## src/rtl/key_event_arbiter.sv

```systemverilog
// Round-robin arbiter that collects key presses into a small event FIFO.
// The level key (top bit) is edge-detected here; a press merged into a still-pending one sets a sticky overflow flag.
module key_event_arbiter #(
  parameter int NKEYS = 5,
  parameter int DEPTH = 4,
  parameter int PTR_W = 2
) (
  input  logic             clk,
  input  logic             rst,
  input  logic [NKEYS-1:0] key_in,
  output logic [2:0]       evt_code,
  output logic             evt_valid,
  input  logic             evt_ready,
  output logic [PTR_W:0]   evt_count,
  output logic             overflow,
  input  logic             clr_ovf
);

  // Handshake: the head entry transfers on a rising clk edge where evt_valid && evt_ready;
  // evt_valid/evt_code hold steady until then, and evt_ready is ignored while empty.

  logic             r_key_q;
  logic [NKEYS-1:0] r_pending;
  logic [2:0]       r_last_grant;
  logic [2:0]       r_mem [DEPTH];
  logic [PTR_W-1:0] r_rd_ptr;
  logic [PTR_W-1:0] r_wr_ptr;
  logic [PTR_W:0]   r_count;
  logic             r_overflow;

  logic [NKEYS-1:0] w_press;
  logic [NKEYS-1:0] w_grant;
  logic [2:0]       w_grant_idx;
  logic             w_grant_vld;
  logic             w_pop;
  logic             w_can_push;
  logic             w_merge;

  assign evt_valid  = (r_count != '0);
  assign evt_code   = evt_valid ? r_mem[r_rd_ptr] : 3'd0;
  assign evt_count  = r_count;
  assign overflow   = r_overflow;
  assign w_pop      = evt_valid & evt_ready;
  assign w_can_push = (r_count < (PTR_W+1)'(DEPTH)) | w_pop;
  assign w_merge    = |(w_press & r_pending & ~w_grant);

  always_comb begin
    w_press            = key_in;
    w_press[NKEYS-1]   = key_in[NKEYS-1] & ~r_key_q;
  end

  // Distance 0 is the key just after last_grant; the smallest distance among pending keys wins.
  always_comb begin
    int best_d;
    int d;
    best_d      = NKEYS;
    d           = 0;
    w_grant_idx = '0;
    for (int i = 0; i < NKEYS; i++) begin
      d = i - int'(r_last_grant) - 1;
      if (d < 0) d = d + NKEYS;
      if (r_pending[i] && (d < best_d)) begin
        best_d      = d;
        w_grant_idx = 3'(i);
      end
    end
    w_grant_vld = w_can_push && (best_d < NKEYS);
    w_grant     = '0;
    for (int i = 0; i < NKEYS; i++) begin
      w_grant[i] = w_grant_vld && (w_grant_idx == 3'(i));
    end
  end

  always_ff @(posedge clk) begin
    if (rst) begin
      r_key_q      <= 1'b0;
      r_pending    <= '0;
      r_last_grant <= 3'(NKEYS - 1);
      r_rd_ptr     <= '0;
      r_wr_ptr     <= '0;
      r_count      <= '0;
      r_overflow   <= 1'b0;
      for (int i = 0; i < DEPTH; i++) r_mem[i] <= 3'd0;
    end else begin
      r_key_q   <= key_in[NKEYS-1];
      r_pending <= w_press | (r_pending & ~w_grant);
      if (w_grant_vld) begin
        r_last_grant     <= w_grant_idx;
        r_mem[r_wr_ptr]  <= w_grant_idx;
        r_wr_ptr         <= r_wr_ptr + PTR_W'(1);
      end
      if (w_pop) r_rd_ptr <= r_rd_ptr + PTR_W'(1);
      case ({w_grant_vld, w_pop})
        2'b10:   r_count <= r_count + (PTR_W+1)'(1);
        2'b01:   r_count <= r_count - (PTR_W+1)'(1);
        default: r_count <= r_count;
      endcase
      if (w_merge)      r_overflow <= 1'b1;
      else if (clr_ovf) r_overflow <= 1'b0;
    end
  end

endmodule

```

## config.mk

```make
export PLATFORM = sky130hd
export DESIGN_NAME = key_event_arbiter
export DESIGN_NICKNAME = d
export VERILOG_FILES = /design/src/rtl/key_event_arbiter.sv
export SDC_FILE = /design/constraint.sdc
export NUM_CORES = 1
export LEC_CHECK = 0
export ABC_AREA = 1
export BUFFER_PORTS_ARGS = -buffer_cell sky130_fd_sc_hd__clkbuf_2
export CAP_MARGIN = 20
export CORE_MARGIN = 3
export CORE_UTILIZATION = 39
export CTS_CLUSTER_DIAMETER = 80
export CTS_CLUSTER_SIZE = 25
export DETAILED_ROUTE_END_ITERATION = 10
export PLACE_DENSITY = 0.62
export SLEW_MARGIN = 10
export SYNTH_ARGS = -nofsm -noshare
export SYNTH_HDL_FRONTEND = slang
export SYNTH_SLANG_ARGS = --single-unit
```

## constraint.sdc

```tcl
create_clock -name clk -period 7.4 [get_ports clk]
set_clock_uncertainty 0.1 [all_clocks]
set_input_delay 2.22 -clock clk [delete_from_list [all_inputs] [get_ports clk]]
set_output_delay 2.22 -clock clk [all_outputs]
set_load 0.05 [all_outputs]
```

After elaboration in Yosys (flattened, before gate mapping). Memories as Yosys holds them, arrays and structs flattened. A register that Yosys moved wholly into a read port is not among the register bits. Index checks and enable logic that the tools add are counted.

Bitwise gates (word level): 9. $add $sub $neg: 19. Reductions and logical operators: 17. Magnitude comparators: 12. Equal/unequal tests: 6. Mux-type cells: 28.

Operators by type and width (count): $mux 32 (10); $lt 32x32->1 (4); $lt 32x4->1 const B (2); $add 5x4->6 const B (5); $lt 5x1->1 const B (5); $sub 4x2->5 const B (5); $and 5x5->5 (3); $mux 3 (5); $logic_and 1x1->1 (11); $mux 1 (9); $sub 1x3->4 const A (2); $sub 2x3->4 const A (2); $eq 3x2->1 const B (2); $mux 2 (3); $pmux 3 s2 (1); $not 5->5 (1); $or 5x5->5 (1); $reduce_or 5->1 (1); $add 2x1->2 const B (2); $reduce_bool 2->1 (2); $sub 3x3->4 const A (1); $add 3x1->3 const B (1); $eq 3x1->1 const B (1); $eq 3x3->1 const B (1); 10 further kinds (11).

Output and inout port bits: 8. Bits of input ports: 9. RAM bits: 12. Memories kept: 1. Register bits after elaboration: 17. Logic and storage cells: 99.

Memories: r_mem (depth 4, width 3, rd ports 1, clocked after memory_dff 1, wr ports 4, RTL line 25) `logic [2:0] r_mem [DEPTH];`.

Depth between registers and ports, before layout.
Word-level depth: 26. Depth in mapped cells: 71.

Worst setup path before layout. OpenSTA, ideal clock, no wires.

Path type: register to register. From: register r_last_grant[1]. To: register r_count[2] (netlist: evt_count[2]). Library setup time: 122 ps. Clock period less this slack: 6840 ps. Data arrival time: 6618 ps. Slack: 560 ps. Cell stages (with the launch flop): 65. Data required time: 7178 ps. Path through: dfxtp_1 -> inv_1 -> ha_1 -> nor2_4 -> nand3_2 -> nand2_2 -> nand3_1 -> a21oi_1 -> nand2_1 -> nand2_2 -> inv_1 -> nor2_1 -> inv_1 -> ha_1 -> nand2_1 -> nand2_1 -> nand2_1 -> nand2_1 -> [29 not listed] -> ha_1 -> nand2_1 -> inv_1 -> nand2_1 -> nand2_1 -> nand2_1 -> nand2_1 -> nand2_2 -> nand2_1 -> nand3_1 -> nand3_1 -> ha_1 -> inv_1 -> fa_1 -> a21oi_1 -> o21ai_0 -> o21ai_0 -> a21oi_1.

Longest elaborated chain between the ends: 23.

RTL lines: start, declared (RTL line 24) `logic [2:0] r_last_grant;`; start signal, assigned (RTL line 78) `r_last_grant <= 3'(NKEYS - 1);`; start signal, assigned (RTL line 88) `r_last_grant <= w_grant_idx;`; $sub 1x3->4 (RTL line 60) `d = i - int'(r_last_grant) - 1;`; $sub 4x2->5 (RTL line 60); $add 5x4->6 or $lt 5x1->1 (tied branches) (RTL line 61) `if (d < 0) d = d + NKEYS;`; $mux 32 (RTL line 61); $lt 32x4->1 (RTL line 62) `if (r_pending[i] && (d < best_d)) begin`; $logic_and 1x1->1 (RTL line 62); $mux 32 (RTL line 62); $lt 32x32->1 (RTL line 62); [7 not listed]; $mux 32 (RTL line 62); $lt 32x32->1 (RTL line 62); $logic_and 1x1->1 (RTL line 62); $mux 32 (*) (RTL line 62); $lt 32x4->1 (*) (RTL line 67) `w_grant_vld = w_can_push && (best_d < NKEYS);`; $logic_and 1x1->1 (*) (RTL line 67); $eq 2x1->1 or $eq 2x2->1 (tied branches) (RTL line 93) `case ({w_grant_vld, w_pop})`; $pmux 3 s2 or $reduce_bool 2->1 (tied branches); end signal, assigned (RTL line 94) `2'b10: r_count <= r_count + (PTR_W+1)'(1);`; end signal, assigned (RTL line 95) `2'b01: r_count <= r_count - (PTR_W+1)'(1);`; end signal, assigned (RTL line 96) `default: r_count <= r_count;`; end, declared (RTL line 28) `logic [PTR_W:0] r_count;`.

Mark *: on every way between the ends. The rest lies on a longest branch, timed or not. A chain may end at the register's enable or synchronous reset.

Worst setup path in the final report. Same ends and word-level chain as after synthesis.

==> out/metrics.csv <==
metric,value,unit
setup_viol,0,
crit_top_cell,nand2_1,
slowest_stage,dfxtp_4,
synth_area,0.00299,mm2
overflow,0,
vias,2817,
crit_type,register to register,
dieArea,0.00874,mm2
num_rows,31,
grt_pass1_vias,2640,
synthDistinctLibCells,30,
finalCritPeriodShare,0.916,
endpoint_kind,register,
async_reset_ff_frac,0,
synth_common_cells,"117 x nand2_1, 74 x inv_1, 48 x nor2_1",
slew_viol_final,0,
required,7.47,ns
core,0.00733,mm2
antenna_found_initial,0,
drtIter0Drc,108,
synth.most_common_cell,nand2_1,
die_w,93.5,um
fin_nets,533,
hold_buffers,0,
dp_hpwl,5580,um
yosysSeqAreaShare,0.248,
port_buffers,16,
cts_tree,built,
drc,0,
cp-start-kind,register,
grt_max_degree,14,
htreeDepth,2,
worstPathMaxFanout,11,
drive_gt1_frac,0.192,
worst_pin_slew,0.626,ns
ys.flop_type,dfxtp_1,
cp.arrival,6.85,ns
synth_edf_count,12,
wire_per_inst,11.8,um
antenna_cells,0,
relSlewSlack,0.579,
grt_pass1_wl,11800,um
synthCells,461,
synth.area.top_cells,"nand2_1 15%, dfxtp_1 13%, edfxtp_1 12%",
die_h,93.5,um
track_usage,0.167,
root_buffer,clkbuf_8,
maxCapViolCount,0,
clk_pin_slew,0.07,ns
status,"complete, no violations",
final_util,0.478,
first_pass_iters,4,
avgSynthCellArea,6.48,um2
cts_made_buffers,5,
start_util,0.407,
yosys_warnings,0,
area_growth,17.4,%
insertion_delay,0.28,ns
cts_sinks,31,
clockBufferDepth,2,
drt-vias-per-instance,4.73,
ioPinCount,17,
yosysTopAreaCellShare,0.147,
place_congestion,0.882,
cpPeakStageDelay,0.36,ns
period_needed,6.78,ns
max_freq,147,MHz
synth_top_cell_by_area,nand2_1,
ys_ff_latch,31,
wl,7000,um
syn-num-nets,499,
hold_violations,0,
min_path_type,register to register,
ant_nets,0,
-- cell families after synthesis --
kind of cell / share of synthesized area
compound gates: 0.140
xor+xnor: 0.0293
fa+ha+maj: 0.124
buf+inv: 0.114
flops: 0.248
simple gates: 0.344
-- metrics by stage --
| step | instance area, um2 | std cells | setup slack (ns) | TNS [ns] | hold WS [ns] |
|---|---|---|---|---|---|
| detailed placement | 3200 | 579 | -0.167 | -0.193 | 0.363 |
| global placement | 3200 | 579 | 0.0159 | 0 | 0.355 |
| floorplan | 2990 | 461 | 0.560 | 0 | 0.338 |
| global route | 3500 | 595 | -0.0356 | -0.0483 | 0.391 |
| finish | 3500 | 595 | 0.620 | 0 | 0.381 |
| CTS | 3320 | 587 | 0.00580 | 0 | 0.379 |
-- metal layers --
layer  global-route usage  wire [um]  up-vias
met5                    0          0        -
met4               0.0281         95        0
met3               0.0290        120        8
met2                0.291       3290       22
met1                0.218       3500     1245
li1                     -          -     1542
-- cell usage in the layout (no fill, tap or decap), drive strengths merged --
cell type	Yosys	routed
a21oi	31	31
a22oi	1	1
buf	3	15
bufinv	0	1
clkbuf	1	22
clkinv	1	2
dfxtp	19	19
edfxtp	12	12
fa	1	1
ha	28	28
inv	80	80
nand2	137	137
nand3	29	29
nand3b	1	1
nand4	3	3
nor2	52	52
nor3	4	4
o211ai	2	2
o21a	3	3
o21ai	39	39
o21bai	2	2
o31ai	1	1
or2	1	1
xnor2	2	2
xor2	8	8
-- area by class of cell --
| type | count | area [um2] |
|---|---|---|
| Clock inverter | 2 | 35.0 |
| Sequential cell | 31 | 746 |
| Multi-Input combinational cell | 345 | 2000 |
| Inverter | 81 | 317 |
| Fill cell | 721 | 3830 |
| Timing Repair Buffer | 31 | 196 |
| Clock buffer | 6 | 82.6 |
| Tap cell | 99 | 124 |
-- path summary, 6_finish.rpt --
| path | from | to | slack, ns | depth (start not counted) |
|---|---|---|---|---|
| hold / removal | r_rd_ptr[0]$_SDFFE_PP0P_ | r_rd_ptr[0]$_SDFFE_PP0P_ | 0.38 | 1 |
| setup / recovery | r_last_grant[1]$_SDFFE_PP0P_ | evt_count[2]$_SDFFE_PP0P_ | 0.62 | 63 |
| setup reg to reg | r_last_grant[1]$_SDFFE_PP0P_ | evt_count[2]$_SDFFE_PP0P_ | 0.62 | 63 |
| hold reg to reg | r_rd_ptr[0]$_SDFFE_PP0P_ | r_rd_ptr[0]$_SDFFE_PP0P_ | 0.38 | 1 |
-- repair_timing --
| action | 4_1_cts | 5_1_grt |
|---|---|---|
| pin swaps | 0 | 5 |
| gates cloned | 0 | 0 |
| setup endpoints to repair | 2 | 34 |
| hold endpoints to repair | 0 | 0 |
| buffers inserted | 0 | 8 |
| gates resized for setup | 6 | 35 |
-- flip-flops by register name, summed over array words and instances, names as in the netlist, named ones only --
signal	cells
evt_count	3
r_mem	12
r_key_q	1
overflow	1
r_last_grant	3
r_rd_ptr	2
r_pending	5
r_wr_ptr	2
-- critical path, delay by kind of cell, from the launching register on --
family                   cells  cell delay, ns
AO/OA/AOI/OAI                9            1.01
adder cells (fa/ha/maj)      7            1.82
flip-flops                   1            0.36
AND/OR/NAND/NOR             38            2.79
buffers and inverters        9            0.57
Power is left out: the tool's default activity adds up to more than one toggle a clock period on the data nets, which glitch-free logic cannot reach.
